`config.mk`:
```
export PLATFORM = sky130hd
export DESIGN_NAME = nibble_serial_adder_ctrl
export DESIGN_NICKNAME = d
export VERILOG_FILES = /design/src/rtl/adder_pkg.sv /design/src/rtl/rca4_cell.sv /design/src/rtl/nibble_serial_adder_ctrl.sv
export SDC_FILE = /design/constraint.sdc
export NUM_CORES = 1
export LEC_CHECK = 0
export ABC_CLOCK_PERIOD_IN_PS = 5900
export CAP_MARGIN = 20
export CORE_MARGIN = 2
export CORE_UTILIZATION = 55
export DETAILED_ROUTE_END_ITERATION = 10
export GPL_TIMING_DRIVEN = 0
export PLACE_DENSITY = 0.85
export SETUP_SLACK_MARGIN = 0.05
export SYNTH_ARGS = -nofsm -noshare
export SYNTH_HDL_FRONTEND = slang
export SYNTH_SLANG_ARGS = --single-unit
```
`constraint.sdc`:
```
create_clock -name clk -period 5.9 [get_ports clk]
set_input_delay 0.59 -clock clk [delete_from_list [all_inputs] [get_ports clk]]
set_output_delay 0.59 -clock clk [all_outputs]
set_load 0.01 [all_outputs]
```
`src/rtl/adder_pkg.sv`:
```
// Shared definitions for the nibble-serial adder controller.
package adder_pkg;

   localparam int NIBBLE_W = 4;

   typedef enum logic {
      IDLE = 1'b0,
      RUN  = 1'b1
   } state_t;

endpackage

```
`src/rtl/rca4_cell.sv`:
```
// Combinational 4-bit ripple-carry adder cell built from full-adder equations.
module rca4_cell
   import adder_pkg::*;
(
   input  logic [NIBBLE_W-1:0] a,
   input  logic [NIBBLE_W-1:0] b,
   input  logic                ci,
   output logic [NIBBLE_W-1:0] s,
   output logic                co
);

   always_comb begin
      logic [NIBBLE_W:0] c;
      c    = '0;
      s    = '0;
      c[0] = ci;
      for (int i = 0; i < NIBBLE_W; i++) begin
         s[i]   = a[i] ^ b[i] ^ c[i];
         c[i+1] = (a[i] & b[i]) | (c[i] & (a[i] ^ b[i]));
      end
      co = c[NIBBLE_W];
   end

endmodule

```
`src/rtl/nibble_serial_adder_ctrl.sv`:
```
// Multi-nibble adder that time-shares one rca4_cell, LSB nibble first.
// Define ADDER_SUB_EN to add the sub port (A-B via inverted B and carry-in 1).
//
// state | meaning
// IDLE  | waiting for start; sum/cout hold the last result
// RUN   | one nibble per edge, carry chained through cy_q
module nibble_serial_adder_ctrl
   import adder_pkg::*;
#(
   parameter int NIBBLES = 4
)(
   input  logic                          clk,
   input  logic                          rst_n,
   input  logic                          start,
   input  logic [NIBBLE_W*NIBBLES-1:0]   a,
   input  logic [NIBBLE_W*NIBBLES-1:0]   b,
   input  logic                          cin,
`ifdef ADDER_SUB_EN
   input  logic                          sub,
`endif
   output logic                          busy,
   output logic                          done,
   output logic [NIBBLE_W*NIBBLES-1:0]   sum,
   output logic                          cout
);

   localparam int IW = (NIBBLES > 1) ? $clog2(NIBBLES) : 1;
   localparam logic [IW-1:0] IDX_LAST = IW'(NIBBLES - 1);

   state_t                                 state_q;
   logic [IW-1:0]                          idx_q;
   logic                                   cy_q;
   logic [NIBBLES-1:0][NIBBLE_W-1:0]       a_q;
   logic [NIBBLES-1:0][NIBBLE_W-1:0]       b_q;
   logic [NIBBLES-1:0][NIBBLE_W-1:0]       sum_q;
   logic                                   busy_q;
   logic                                   done_q;
   logic                                   cout_q;

   logic [NIBBLE_W-1:0]                    nib_a;
   logic [NIBBLE_W-1:0]                    nib_b;
   logic [NIBBLE_W-1:0]                    cell_s;
   logic                                   cell_co;
   logic                                   cy_init;

`ifdef ADDER_SUB_EN
   logic sub_q;

   // Subtraction is A + ~B + 1, so the cell only ever adds.
   assign nib_b   = sub_q ? ~b_q[idx_q] : b_q[idx_q];
   assign cy_init = sub ? 1'b1 : cin;

   always_ff @(posedge clk or negedge rst_n) begin
      if (!rst_n) begin
         sub_q <= 1'b0;
      end else if (state_q == IDLE && start) begin
         sub_q <= sub;
      end
   end
`else
   assign nib_b   = b_q[idx_q];
   assign cy_init = cin;
`endif

   assign nib_a = a_q[idx_q];

   rca4_cell u_cell (
      .a  (nib_a),
      .b  (nib_b),
      .ci (cy_q),
      .s  (cell_s),
      .co (cell_co)
   );

   always_ff @(posedge clk or negedge rst_n) begin
      if (!rst_n) begin
         state_q <= IDLE;
         idx_q   <= '0;
         cy_q    <= 1'b0;
         a_q     <= '0;
         b_q     <= '0;
         sum_q   <= '0;
         busy_q  <= 1'b0;
         done_q  <= 1'b0;
         cout_q  <= 1'b0;
      end else begin
         done_q <= 1'b0;
         case (state_q)
            IDLE: begin
               if (start) begin
                  a_q     <= a;
                  b_q     <= b;
                  cy_q    <= cy_init;
                  idx_q   <= '0;
                  sum_q   <= '0;
                  cout_q  <= 1'b0;
                  busy_q  <= 1'b1;
                  state_q <= RUN;
               end
            end
            RUN: begin
               sum_q[idx_q] <= cell_s;
               cy_q         <= cell_co;
               if (idx_q == IDX_LAST) begin
                  idx_q   <= '0;
                  cout_q  <= cell_co;
                  done_q  <= 1'b1;
                  busy_q  <= 1'b0;
                  state_q <= IDLE;
               end else begin
                  idx_q <= idx_q + 1'b1;
               end
            end
            default: state_q <= IDLE;
         endcase
      end
   end

   assign busy = busy_q;
   assign done = done_q;
   assign sum  = sum_q;
   assign cout = cout_q;

endmodule

```
==> results by group, run 1 <==
Worst setup path
  – CP Class: flip-flop to flip-flop
  – Worst EP arrival: between 3000 and 4000 ps
  – Slowest stage cell, crit path: mux4_2
  – Req. time, crit path: roughly 6000 ps
  – Worst Setup Start Kind: flip-flop
  – Maximum fanout along the worst path: 10
  – Crit-path cells: buf_4 > mux4_2 > fa_1 > inv_1 > fa_1 > fa_1 > inv_1 > fa_1 > mux2_2 > a22o_1
  – Start point of the critical path: idx_q[0]$_DFFE_PN0P_
  – Most used cell, CP: fa_1
  – Worst path max stage delay: 540 ps
  – Reg-to-Reg Start: idx_q[0]$_DFFE_PN0P_
  – CP endpoint kind: flip-flop

Synthesis
  – Post-synthesis simple-gate area fraction: 0.01765
  – Mux cell area share after synthesis: 0.3054
  – Area fraction of the dominant cell type after synthesis: 0.4977
  – Mapped Nets: roughly 220
  – Ys async rst share: 1.000
  – Synth top cells by count: 55 x dfrtp_1, 30 x mux2_4, 17 x a22o_1, 17 x inv_1, 11 x mux2_2
  – Post-synthesis cell area: roughly 2800 um^2
  – Synth Flop Type: dfrtp_1
  – EDFF count, synth: 0
  – Dominant cell type by area after synthesis: dfrtp_1
  – Compound-cell area share of the yosys netlist: 0.06335
  – Mean Syn Cell Area: around 15 um^2
  – Synth Area in Adders: 0.04706
  – Leading cell type by number of instances after synthesis: dfrtp_1
  – Cells after Synth: 180
  – Dominant cells by area after synthesis: dfrtp_1 50%, mux2_4 16%, mux4_2 6.5%
  – Synth cell types: 22
  – #FFs+latches synth: between 50 and 60
  – YS warnings: 0
  – Sequential fraction of the synthesis area: 0.4977
  – Combinational family with the most area after synthesis: multiplexers
  – Synth Area in XOR/XNOR: 0

Min path
  – Tightest Hold Check Type: input port to async pin

Routing
  – Final wirelength: 5.167 mm
  – Routed length on met2: around 2.5 mm
  – Met3 Wirelength: roughly 240 um
  – Highest routed layer: met4
  – Met1 WL: 2.300 mm
  – DR DRC count: 0
  – Drt pass-1 iters: 4
  – Wire length per cell: 16.72 um
  – DRT antenna net count: 0
  – Iter 0 DRT Violations: 70
  – Via-per-instance ratio: between 5 and 6
  – Via count: between 1500 and 2000

CTS
  – Post-CTS Resized: 0
  – CTS tree: built
  – Hold buffer count at cts: 0
  – CTS buffer count: 5
  – Postcts setup bufs: 0
  – CTS Sinks: 55
  – Reg clk slew, reported paths: around 90 ps
  – Clock tree buffer depth: 2
  – H-tree levels: 2
  – Worst-Skew Late Latency: between 300 and 400 ps
  – Clk root buf: clkbuf_8

Power and ir drop
  – PD cells: roughly 620 nW/um^2
  – P_leak: between 0.0015 and 0.002 uW
  – Maximum vdd drop: between 0.0002 and 0.0003 V
  – Total power: about 2200 uW

Finish
  – Fin nets: 285
  – Layout area overhead: 25.70%
  – # diodes: 0
  – Layout cells sized above 1: 0.2851
  – Final instance area: between 3000 and 4000 um^2
  – Post-layout util: 0.7263

Timing
  – Slew Viols, Final: 0
  – Worst-margin pin slew: about 440 ps
  – RSZ-0062 raised after global routing: no
  – Slew margin rel.: 0.7074
  – # setup viols final: 0
  – Worst setup margin: between 2000 and 3000 ps
  – Final hold vios: 0
  – Setup TNS: 0 ps
  – Clk_skew: 6.915 ps
  – Post-layout min period: about 3100 ps
  – Fmax: ~0.32 GHz
  – Period utilization: 0.5326

Floorplan
  – Row Count: 25
  – Core area: 4786 um^2
  – Die H: approximately 75 um
  – Die area: around 5600 um^2
  – Chip width: ~75 um
  – Io pins: 55
  – Initial Util: 0.5778

Global routing
  – Number of global-route vias before repair: ~1800
  – Largest net degree at the start of global routing: 42
  – Grt ovf: 0
  – First-pass GRT wire length: 8.507 mm
  – Gr usage total: 0.2076
  – Initial antenna violation count: 0

Outcome
  – Status: finished, final reports clean

Placement
  – Port-buffer cells: 53
  – HPWL Detailed: 3.923 mm
  – Setup Slack @ Placement: roughly 2800 ps
  – Area post-placement: 3395 um^2
  – Routability cong.: between 0.7 and 0.8

Run
  – Max-cap violation count: 0
[layout make-up]
type / instances / area (um^2)
timing repair buffer: 54 / 545.5
clock buffer: 7 / 76.32
inverter: 17 / 63.81
tap: 67 / 83.83
sequential: 55 / 1376
clock inverter: 1 / 5.005
multi-input combinational: 96 / 1199
fill: 323 / 1310
buffer: 12 / 126.4
[logic make-up after synthesis]
family                     after synthesis
adders and majority gates                8
AOI/OAI and AO/OA                       21
and+or+nand+nor                          9
buffers and inverters                   29
DFF                                     55
muxes                                   58
[worst paths after layout]
check	to	slack [ps]	cells past startpoint
worst max-delay path	sum[7]$_DFFE_PN0P_	2760	10
worst min-delay path	sum[4]$_DFFE_PN0P_	180	1
worst max register to register	sum[7]$_DFFE_PN0P_	2760	10
worst min register to register	a_q[11]$_DFFE_PN0P_	520	1
max in group asynchronous	a_q[15]$_DFFE_PN0P_	5190	2
min in group clk	idx_q[1]$_DFFE_PN0P_	480	2
[stage by stage]
stage / hold WS (ps) / std cells
3_3_place_gp: 485.3 / 300
4_1_cts: 181.2 / 309
3_5_place_dp: 494.4 / 301
5_1_grt: 188.1 / 309
2_1_floorplan: 294.4 / 180
6_report: 177.6 / 309
[registers in the layout, indices dropped and copies added (netlist names)]
name,count
sum,16
done,1
busy,1
a_q,16
b_q,16
cout,1
state_q,1
cy_q,1
idx_q,2
[placed cells by master, fill, tap and decap left out, drive strengths merged]
master,Yosys,layout
dfrtp,55,55
o31ai,2,2
fa,4,4
mux2i,9,9
nor2,4,4
clkinv,0,1
and2,1,1
mux4,8,8
buf,10,12
mux2,41,41
clkbuf,2,9
nand2,3,3
o22ai,1,1
o21ai,1,1
inv,17,17
ha,4,4
clkdlybuf4s50,0,52
nor2b,1,1
a22o,17,17
[metal layers]
metal / global-route usage / vias up
met5: 0 / -
met1: 0.2608 / 844
met4: 0.09921 / 0
met3: 0.04685 / 13
li1: - / 756
met2: 0.3421 / 51
[power breakdown]
group          switching [uW]  total, uW  internal, uW
clock network             115        198          83.6
registers                 124        694           570
logic                     523       1260           740
total                     761       2150          1390
[worst max-delay path, delay by kind of cell, from the launching register on]
kind            cells  cell delay [ps]
fa+ha+maj           4             1260
flops               1              390
buf+inv             3              370
compound gates      1              180
mux                 2              840
No activity file was read; power rests on OpenSTA's default activity.
==> run 2: changes to the inputs <==
Settings changed: ABC_CLOCK_PERIOD_IN_PS 5900 to 2800, CORE_UTILIZATION 55 to 46, PLACE_DENSITY 0.85 to 0.76.
Clock period 5.9 ns to 2.8 ns, I/O delays scaled along.
==> results by group, run 2 (synthesized netlist as in run 1, its figures left out) <==
Routing
  – DRT antenna net count: 0
  – Drt pass-1 iters: 4
  – Via count: ~1700
  – DR DRC count: 0
  – Final wirelength: roughly 5.3 mm
  – Iter 0 DRT Violations: 66
  – Wire length per cell: about 16 um
  – Via-per-instance ratio: between 5 and 6

Finish
  – # diodes: 0
  – Layout cells sized above 1: 0.3306
  – Fin nets: 291
  – Most common cell after layout, fill and taps aside: dfrtp_1
  – Post-layout util: 0.6168
  – Commonest non-fill, non-tap cells in the layout: 55 x dfrtp_1, 52 x clkdlybuf4s50_1, 33 x mux2_4, 17 x a22o_1, 15 x inv_1
  – Non-filler cells, final: between 300 and 400
  – Layout area overhead: 30.50%

Worst setup path
  – R2R setup slack: -130 ps
  – Req. time, crit path: about 3000 ps
  – Worst Setup Start Kind: flip-flop
  – Worst EP arrival: roughly 3100 ps
  – CP Class: flip-flop to flip-flop
  – CP endpoint kind: flip-flop
  – Maximum fanout along the worst path: 4

Floorplan
  – Chip width: roughly 80 um
  – Io pins: 55
  – Core area: a little under 6000 um^2
  – Row Count: 28
  – Initial Util: 0.4726
  – Die H: ~82 um
  – Die area: 6647 um^2

Outcome
  – Failing checks: setup timing
  – Status: finished with violations

CTS
  – Worst-Skew Late Latency: a little over 300 ps
  – Clock tree buffer depth: 2
  – CTS buffer count: 5
  – Reg clk slew, reported paths: ~100 ps
  – CTS tree: built
  – CTS Sinks: between 50 and 60
  – Clk root buf: clkbuf_8
  – H-tree levels: 2

Global routing
  – Grt ovf: 0
  – First-pass GRT wire length: 8.687 mm
  – Initial antenna violation count: 0
  – Gr usage total: 0.1767
  – Number of global-route vias before repair: 1760
  – Largest net degree at the start of global routing: 35

Timing
  – Worst setup margin: -134.0 ps
  – Clk_skew: ~7.7 ps
  – Slew Viols, Final: 0
  – Post-layout min period: between 2000 and 3000 ps
  – Hold slack: 158.7 ps
  – Fmax: approximately 0.34 GHz
  – Worst-margin pin slew: a little over 500 ps
  – Final hold vios: 0
  – Setup TNS: -502.0 ps
  – Slew margin rel.: 0.6554
  – Period utilization: 1.048
  – # setup viols final: 4
  – RSZ-0062 raised after global routing: yes

Power and ir drop
  – PD cells: approximately 1300 nW/um^2
  – Int Pwr: 3196 uW
  – P_leak: about 0.0016 uW
  – Sequential Power Share: 0.299
  – Switching share of total power: 0.3423
  – Power share of the combinational group: 0.592
  – NetSw: about 1700 uW
  – Clock Power Share: 0.110
  – Maximum vdd drop: approximately 0.00056 V

Run
  – Max-cap violation count: 0

Placement
  – Placed insts: 309
  – Routability cong.: around 0.73
  – Setup Slack @ Placement: -220.3 ps
  – Port-buffer cells: 53
  – HPWL Detailed: roughly 3.8 mm

Min path
  – Tightest Hold Check Type: input port to flip-flop
## run 2: cell count changes in the layout (fill, tap and decap cells not counted), moves of 2 or more
cell / before / now
buf_4: 2 / 6
clkbuf_1: 4 / 2
fa_1: 4 / 0
fa_2: 0 / 4
inv_1: 17 / 15
inv_2: 0 / 2
mux2_2: 11 / 8
mux2_4: 30 / 33
## run 2: layer usage
layer	part of all wire	wire length, um	vias up	track usage
met5	0	0	-	0
met4	0.013	68	0	0.06271
met3	0.043	226	5	0.03626
met2	0.49	2612	44	0.2926
met1	0.45	2388	865	0.2311
li1	-	-	770	-
## run 2: worst max-delay path, cell delays in order, from the launching register on
cell and delay, ps:
dfrtp_1 400, buf_8 140, mux4_2 530, fa_2 370, inv_2 60, fa_2 180, fa_2 190, inv_2 40
fa_2 460, mux2_2 280, a22o_1 170
## run 2: path summary, 6_finish.rpt
| kind | start | end | depth (start not counted) |
|---|---|---|---|
| max | idx_q[0]$_DFFE_PN0P_ | sum[15]$_DFFE_PN0P_ | 10 |
| min | start | idx_q[0]$_DFFE_PN0P_ | 2 |
| max reg2reg | idx_q[0]$_DFFE_PN0P_ | sum[15]$_DFFE_PN0P_ | 10 |
| min reg2reg | b_q[9]$_DFFE_PN0P_ | b_q[9]$_DFFE_PN0P_ | 1 |
| max in group asynchronous | rst_n | sum[15]$_DFFE_PN0P_ | 3 |
| min in group asynchronous | rst_n | a_q[6]$_DFFE_PN0P_ | 2 |
## run 2: final cells by class
class | count | area, um^2
inverters | 17 | 63.81
multi-input cells | 96 | 1220
flip-flops and latches | 55 | 1376
fillers | 466 | 2242
plain buffers | 12 | 136.4
well taps | 75 | 93.84
clock buffers | 5 | 68.82
clock inverters | 3 | 43.79
repair buffers | 60 | 605.6
## run 2: what timing repair did
action,in CTS,in global routing
pin swaps,2,0
setup buffers,5,0
endpoints found under the hold margin,21,0
setup endpoints to repair,5,5
hold buffers,1,0
gates resized for setup,7,0
## run 2: per-stage QoR
step | power, uW | cell area (um^2)
CTS | 4895 | 3608
detailed placement | 4188 | 3416
finish | 4860 | 3608
global route | 5204 | 3608
global placement | 4083 | 3401
floorplan | 3392 | 2776
## run 2: power groups by stage
stage	Sequential [uW]	Clock [uW]	Combinational, uW
6_report	1450	532	2880
5_1_grt	1500	571	3140
4_1_cts	1450	542	2900
3_5_place_dp	1460	0	2730
3_3_place_gp	1440	0	2640
2_1_floorplan	1440	0	1950
==> run 3: changes to the inputs <==
Settings changed: CTS_CLUSTER_DIAMETER set to 60.
==> results of run 3 <==
No change in the layout: final DEF, timing and power equal those of run 2.
